--- config.mk ---
export PLATFORM = sky130hd
export DESIGN_NAME = micro_sequencer
export DESIGN_NICKNAME = d
export VERILOG_FILES = /design/src/rtl/useq_pkg.sv /design/src/rtl/useq_ret_stack.sv /design/src/rtl/micro_sequencer.sv
export SDC_FILE = /design/constraint.sdc
export NUM_CORES = 1
export LEC_CHECK = 0
export BUFFER_PORTS_ARGS = -buffer_cell sky130_fd_sc_hd__buf_2
export CORE_UTILIZATION = 45
export CTS_CLUSTER_SIZE = 40
export DETAILED_ROUTE_END_ITERATION = 16
export PLACE_DENSITY = 0.77
export SYNTH_ARGS = -nofsm -noshare
export SYNTH_HDL_FRONTEND = slang
export SYNTH_HIERARCHICAL = 1
export SYNTH_SLANG_ARGS = --single-unit
--- constraint.sdc ---
create_clock -name clk -period 1.5 [get_ports clk]
set_input_delay 0.15 -clock clk [delete_from_list [all_inputs] [get_ports clk]]
set_output_delay 0.15 -clock clk [all_outputs]
set_load 0.005 [all_outputs]
--- src/rtl/useq_pkg.sv ---
// Shared constants for the micro_sequencer block: address map and next-address select codes.
// The optional call/return stack is enabled with the USEQ_CALL_EN macro.
package useq_pkg;

    localparam int unsigned UPC_W_DEFAULT = 5;

    localparam int unsigned FETCH_ADDR   = 0;
    localparam int unsigned WAIT_ADDR    = 1;
    localparam int unsigned MIN_DISPATCH = 2;

    localparam logic [2:0] SEL_INC      = 3'b000;
    localparam logic [2:0] SEL_DISPATCH = 3'b001;
    localparam logic [2:0] SEL_JUMP     = 3'b010;
    localparam logic [2:0] SEL_JZ       = 3'b011;
    localparam logic [2:0] SEL_JNZ      = 3'b100;
    localparam logic [2:0] SEL_FETCH    = 3'b101;
    localparam logic [2:0] SEL_CALL     = 3'b110;
    localparam logic [2:0] SEL_RET      = 3'b111;

endpackage

--- src/rtl/useq_ret_stack.sv ---
// One-entry microcode return stack with valid flag; reports push-when-full and pop-when-empty.
// Only instantiated when USEQ_CALL_EN is defined.
module useq_ret_stack #(
    parameter int unsigned W = 5
) (
    input  logic         clk,
    input  logic         rst,
    input  logic         push,
    input  logic         pop,
    input  logic [W-1:0] push_addr,
    output logic [W-1:0] top_addr,
    output logic         valid,
    output logic         overflow,
    output logic         underflow
);

    logic [W-1:0] addr_q;

    assign top_addr  = addr_q;
    assign overflow  = push && valid;
    assign underflow = pop && !valid;

    // Erroneous requests leave the entry untouched; the sequencer faults instead.
    always_ff @(posedge clk or posedge rst) begin
        if (rst) begin
            addr_q <= '0;
            valid  <= 1'b0;
        end else if (push && !valid) begin
            addr_q <= push_addr;
            valid  <= 1'b1;
        end else if (pop && valid) begin
            valid  <= 1'b0;
        end
    end

endmodule

--- src/rtl/micro_sequencer.sv ---
// Microprogram counter and next-address logic for the control store, with dispatch counting
// and a sticky sequencing fault. Define USEQ_CALL_EN to add the one-entry CALL/RET stack.
module micro_sequencer
    import useq_pkg::*;
#(
    parameter int unsigned UPC_W = UPC_W_DEFAULT,
    parameter int unsigned CNT_W = 16
) (
    input  logic             clk,
    input  logic             rst,
    input  logic [UPC_W-1:0] map_addr,
    input  logic [2:0]       next_sel,
    input  logic [UPC_W-1:0] branch_addr,
    input  logic             z_flag,
    input  logic             stall,
    output logic [UPC_W-1:0] upc,
    output logic             ir_load,
    output logic             fault,
    output logic [CNT_W-1:0] dispatch_cnt
);

    localparam logic [UPC_W-1:0] FETCH_UPC = UPC_W'(FETCH_ADDR);
    localparam logic [UPC_W-1:0] MIN_UPC   = UPC_W'(MIN_DISPATCH);

    logic             active;
    logic [UPC_W-1:0] upc_inc;
    logic [UPC_W-1:0] upc_d;
    logic             fault_d;
    logic [CNT_W-1:0] cnt_d;

    assign active  = !stall && !fault;
    assign upc_inc = upc + UPC_W'(1);
    assign ir_load = (upc == FETCH_UPC) && !stall && !fault;

`ifdef USEQ_CALL_EN
    logic             push_req;
    logic             pop_req;
    logic [UPC_W-1:0] stk_addr;
    logic             stk_valid;
    logic             stk_overflow;
    logic             stk_underflow;

    assign push_req = active && (next_sel == SEL_CALL);
    assign pop_req  = active && (next_sel == SEL_RET);

    useq_ret_stack #(
        .W (UPC_W)
    ) u_ret_stack (
        .clk       (clk),
        .rst       (rst),
        .push      (push_req),
        .pop       (pop_req),
        .push_addr (upc_inc),
        .top_addr  (stk_addr),
        .valid     (stk_valid),
        .overflow  (stk_overflow),
        .underflow (stk_underflow)
    );
`endif

    always_comb begin
        upc_d   = upc;
        fault_d = fault;
        cnt_d   = dispatch_cnt;
        if (active) begin
            case (next_sel)
                SEL_DISPATCH: begin
                    // Words 0 and 1 belong to fetch; dispatching there means a bad map entry.
                    if (map_addr >= MIN_UPC) begin
                        upc_d = map_addr;
                        cnt_d = dispatch_cnt + CNT_W'(1);
                    end else begin
                        fault_d = 1'b1;
                        upc_d   = FETCH_UPC;
                    end
                end
                SEL_JUMP:  upc_d = branch_addr;
                SEL_JZ:    upc_d = z_flag ? branch_addr : upc_inc;
                SEL_JNZ:   upc_d = z_flag ? upc_inc : branch_addr;
                SEL_FETCH: upc_d = FETCH_UPC;
`ifdef USEQ_CALL_EN
                SEL_CALL: begin
                    if (stk_overflow) begin
                        fault_d = 1'b1;
                        upc_d   = FETCH_UPC;
                    end else begin
                        upc_d = branch_addr;
                    end
                end
                SEL_RET: begin
                    if (stk_underflow) begin
                        fault_d = 1'b1;
                        upc_d   = FETCH_UPC;
                    end else begin
                        upc_d = stk_addr;
                    end
                end
`endif
                default:   upc_d = upc_inc;
            endcase
        end
    end

    always_ff @(posedge clk or posedge rst) begin
        if (rst) begin
            upc          <= FETCH_UPC;
            fault        <= 1'b0;
            dispatch_cnt <= '0;
        end else begin
            upc          <= upc_d;
            fault        <= fault_d;
            dispatch_cnt <= cnt_d;
        end
    end

endmodule

## After elaboration in Yosys (flattened, before gate mapping)

Index checks and enable logic that the tools add are counted.

- Bits in registers: 22
- Bits of input ports: 17
- Output and inout bits: 23
- Logic and storage cells: 24

- $add $sub $neg: 2
- $lt $le $gt $ge: 1
- Equality and inequality tests: 5
- Multiplexer cells: 4
- Bitwise gates (word level): 1
- Reduce and logical (&&, ||, !) cells: 8

Operators with widths:

| operator | count |
|---|---|
| $pmux W5 S5 | 1 |
| $add A16 B1 Y16 const B | 1 |
| $mux W5 | 3 |
| $eq A3 B2 Y1 const B | 2 |
| $eq A3 B3 Y1 const B | 2 |
| $reduce_and A3 Y1 | 2 |
| $add A5 B1 Y5 const B | 1 |
| $ge A5 B2 Y1 const B | 1 |
| $logic_not A5 Y1 | 1 |
| $eq A3 B1 Y1 const B | 1 |
| $logic_and A1 B1 Y1 | 3 |
| $logic_not A1 Y1 | 2 |
| $not A1 Y1 | 1 |

## Longest topological paths before layout

- Depth in word-level cells: 3
- Mapped depth: 5

## Worst setup path before layout

No wires, ideal clock.

- Path kind: register to register
- Start point: reg fault
- End point: reg dispatch_cnt[1]
- Library setup time: 125 ps
- Data arrival time: 1,383 ps
- Setup slack: -8 ps
- Cell stages (with the launch flop): 4
- Buffers on the path: 0
- Clock period less this slack: 1,508 ps
- Path through: dfrtp_1 > or2_2 > nor3_1 > mux2_2

- Word-level cells in the longest chain between the ends: 3

Ends and longest elaborated chain:

| item | line | source |
|---|---|---|
| from (decl) | micro_sequencer.sv:18 | `output logic fault,` |
| from (signal assigned) | micro_sequencer.sv:111 | `fault <= fault_d;` |
| $logic_not A1 Y1 | micro_sequencer.sv:31 | `assign active = !stall && !fault;` |
| $logic_and A1 B1 Y1 | micro_sequencer.sv:31 |  |
| $reduce_and A3 Y1 (no line) | -- |  |
| to (signal assigned) | micro_sequencer.sv:112 | `dispatch_cnt <= cnt_d;` |
| to (decl) | micro_sequencer.sv:19 | `output logic [CNT_W-1:0] dispatch_cnt` |

Every way passes these cells.
A chain may end at the register's enable or synchronous reset.

## Worst setup path after layout

- Start point: reg fault
- End point: reg dispatch_cnt[13]

Same word-level chain as after synthesis.

==> summary.txt <==
STA
  – Final Max Slew Viols: 0
  – Final setup fails: 0
  – Post-route minimum period: roughly 1500 ps
  – Worst setup margin: 45.8 ps
  – RSZ-0062 raised after global routing: true
  – Clock Skew: 5.57 ps
  – Fmax: 688 MHz
  – Final period utilization: between 90 and 100%
  – Worst Max-Slew Pin Slew: ~460 ps
  – Min Hold Slack: slightly above 60 ps
  – Relative slew slack: 69.4%
  – Final Hold Fails: 0

Floorplanning
  – # IOs: 40
  – Initial Util: between 40% and 50%
  – Die W: 54.0 um
  – Die height: 54.0 um
  – Cell Rows: 18
  – Die Footprint: 0.00292 mm^2
  – CORE AREA: 0.00252 mm^2

Yosys
  – Seq/Total Area, Yosys: 45.2%
  – Unique masters post-synth: 36
  – Synth top area share: 45.2%
  – Xor/xnor share of the synthesized area: 12.2%
  – Synth Area per Inst: 10.9 um^2
  – Main combinational cell family by area after synthesis: simple AND/OR/NAND/NOR gates
  – Synth area leaders: dfrtp_1 (45%), xnor2_1 (7.9%), xor2_1 (4.3%)
  – Mapped Area: 0.00122 mm^2
  – Mapped Nets: ~130
  – Largest area contributor in the netlist: dfrtp_1
  – Post-synthesis mux area share: 0.924%
  – Post-Synth Simple-Gate Area: 27.7%
  – Syn. warnings: 6
  – Adder-Cell Fraction of Synth Area: 3.08%
  – Post-synthesis compound-gate area fraction: 9.03%
  – Gate count of the mapped netlist: between 100 and 150
  – FF+latch count, synth: 22

Power
  – Combinational power share: 29.1%
  – Flop pwr share: roughly 50%
  – Leak pwr: 0.000844 uW
  – Overall power: approximately 1600 uW
  – Cell Int Power: 1070 uW
  – Power per cell area: 942 mW/mm^2
  – P_sw: 486 uW
  – Peak supply drop: 0.546 mV
  – Clock power frac: 21.0%
  – Switching Fraction: 31.2%

Clock tree
  – Inserted Clock Buffers: 3
  – CTS Root Buffer Type: clkbuf_4
  – Htree depth: 1
  – Clock buffer depth: 2
  – Clk_lat worst skew: 310 ps
  – Clk slew on worst S/H paths: 120 ps
  – CTS tree: done
  – Clock Sinks: 22

Worst setup path
  – CP Class: flip-flop to flip-flop
  – Critical path arrival: 1700 ps
  – CP cell instances: and4bb_2 -> nand4b_4 -> nor4_1 -> xor2_1
  – WP buf/inv: 0
  – Worst setup EP type: flip-flop
  – CP startpoint kind: flip-flop
  – Worst-path fanout max: 4
  – WP data required: roughly 1700 ps
  – Critical path's slowest cell: dfrtp_1
  – Max incr delay on CP: roughly 430 ps
  – Delay-heaviest family, CP: simple AND/OR/NAND/NOR gates

Outcome
  – Status: finished clean

Detailed routing
  – DRT iter0 DRCs: 30
  – Initial DRT Pass Iterations: 4
  – Via density per instance: between 5 and 6
  – Routed Antenna Nets: 0
  – Final WL: between 2 and 3 mm
  – DRC viols: 0
  – Per-cell routed wire length: 13.0 um
  – Vias: about 1100

Final layout
  – # diodes: 0
  – Layout cells sized above 1: between 40% and 50%
  – Layout Nets: between 150 and 200
  – Area Overhead vs Synth: 35.4%
  – Fill cell count: 195

Flow run
  – Max Cap Viol: 0

Global routing
  – GRT overflow: 0
  – GRT Overall Usage: 20.5%
  – Vias in the first global route: 970
  – Largest net degree at the start of global routing: 23
  – Initial antenna violation count: 0
  – First-pass GRT wire length: 4.26 mm

Placed design
  – HPWL Detailed: approximately 1.9 mm
  – RePlAce Congestion: roughly 0.83
  – Pre-CTS worst setup slack: -52.8 ps
  – Number of port buffers: 39

Min path
  – Hold Path Class: input pin to flip-flop
==> metrics by stage <==
stage	util, %	area, um^2	setup TNS [ps]	std cells
floorplan	-	1220	0	112
global placement	61.2	1540	-6.02	192
detailed placement	61.2	1540	-158	192
CTS	63.1	1590	0	197
global route	65.4	1650	-50.4	201
finish	65.4	1650	0	201
==> registers in the layout, summed over array words and instances (netlist names) <==
name	cells
upc	5
fault	1
dispatch_cnt	16
==> path summary, 6_finish.rpt <==
check                                       from                to  slack, ps  cells past startpoint
min in group asynchronous                    rst   dispatch_cnt[4]        400                      4
worst max-delay path                       fault  dispatch_cnt[13]         50                      4
worst min-delay path                       stall             fault         60                      2
worst min register to register  dispatch_cnt[15]  dispatch_cnt[15]        470                      1
worst max register to register             fault  dispatch_cnt[13]         50                      4
max in group asynchronous                    rst   dispatch_cnt[3]        850                      4
==> cell usage after synthesis <==
library cell	n
a21o_1	1
a21oi_1	1
a221oi_1	1
a222oi_1	4
a22oi_1	1
and3_1	2
and4_1	2
and4bb_2	1
clkbuf_1	1
dfrtp_1	22
ha_1	3
inv_1	5
mux2_2	1
nand2_1	11
nand2b_1	1
nand3_1	6
nand3b_1	1
nand4_1	3
nand4b_4	1
nor2_1	7
nor2b_1	3
nor3_1	1
nor3b_1	1
nor3b_4	1
nor4_1	1
nor4_4	2
nor4b_1	2
o21ai_0	3
o21bai_1	1
o22ai_1	1
o31ai_2	1
or2_2	1
or2b_1	1
or3b_4	1
xnor2_1	11
xor2_1	6
==> kinds of logic (layout without fill, tap and decap cells) <==
logic type               after synthesis  in the layout
buffers and inverters                  6             65
AO/OA/AOI/OAI                         14             14
flip-flops                            22             22
adder cells (fa/ha/maj)                3              3
XOR/XNOR                              17             17
AND/OR/NAND/NOR                       49             49
multiplexers                           1              1
==> metal layers <==
layer / GRT usage (%) / wire (um)
met4: 8.97 / 41
met3: 3.95 / 104
met5: 0 / 0
met2: 33.3 / 1270
met1: 26.1 / 1200
==> power groups by stage <==
| stage | registers [uW] | clock network (uW) | logic, uW |
|---|---|---|---|
| after floorplan | 777 | 0 | 206 |
| after global placement | 777 | 0 | 384 |
| after detailed placement | 778 | 0 | 404 |
| after CTS | 776 | 344 | 396 |
| after global routing | 793 | 368 | 512 |
| final | 775 | 327 | 453 |
==> layout make-up <==
| class | instances | area [um^2] | area share, % |
|---|---|---|---|
| Tap cell | 30 | 37.5 | 2.27 |
| Multi-Input combinational cell | 84 | 679 | 41.2 |
| Timing Repair Buffer | 56 | 325 | 19.7 |
| Clock buffer | 4 | 36.3 | 2.20 |
| Sequential cell | 22 | 553 | 33.5 |
| Inverter | 5 | 18.8 | 1.14 |
==> timing repair <==
item / 4_1_cts / 5_1_grt
hold endpoints to repair: 22 / 0
resized for setup: 2 / 8
hold buffers: 1 / 0
buffers inserted: 1 / 4
pin swaps: 3 / 4
setup endpoints to repair: 7 / 10
==> cells in the final DEF (no fill, tap or decap), drive strengths merged, types with 4 or more instances in the layout <==
master,count
inv,5
buf,55
nand3,6
clkbuf,4
nor2,7
a222oi,4
xor2,6
xnor2,11
nand2,11
dfrtp,22
Note: power is estimated with default switching activity, not from simulation.
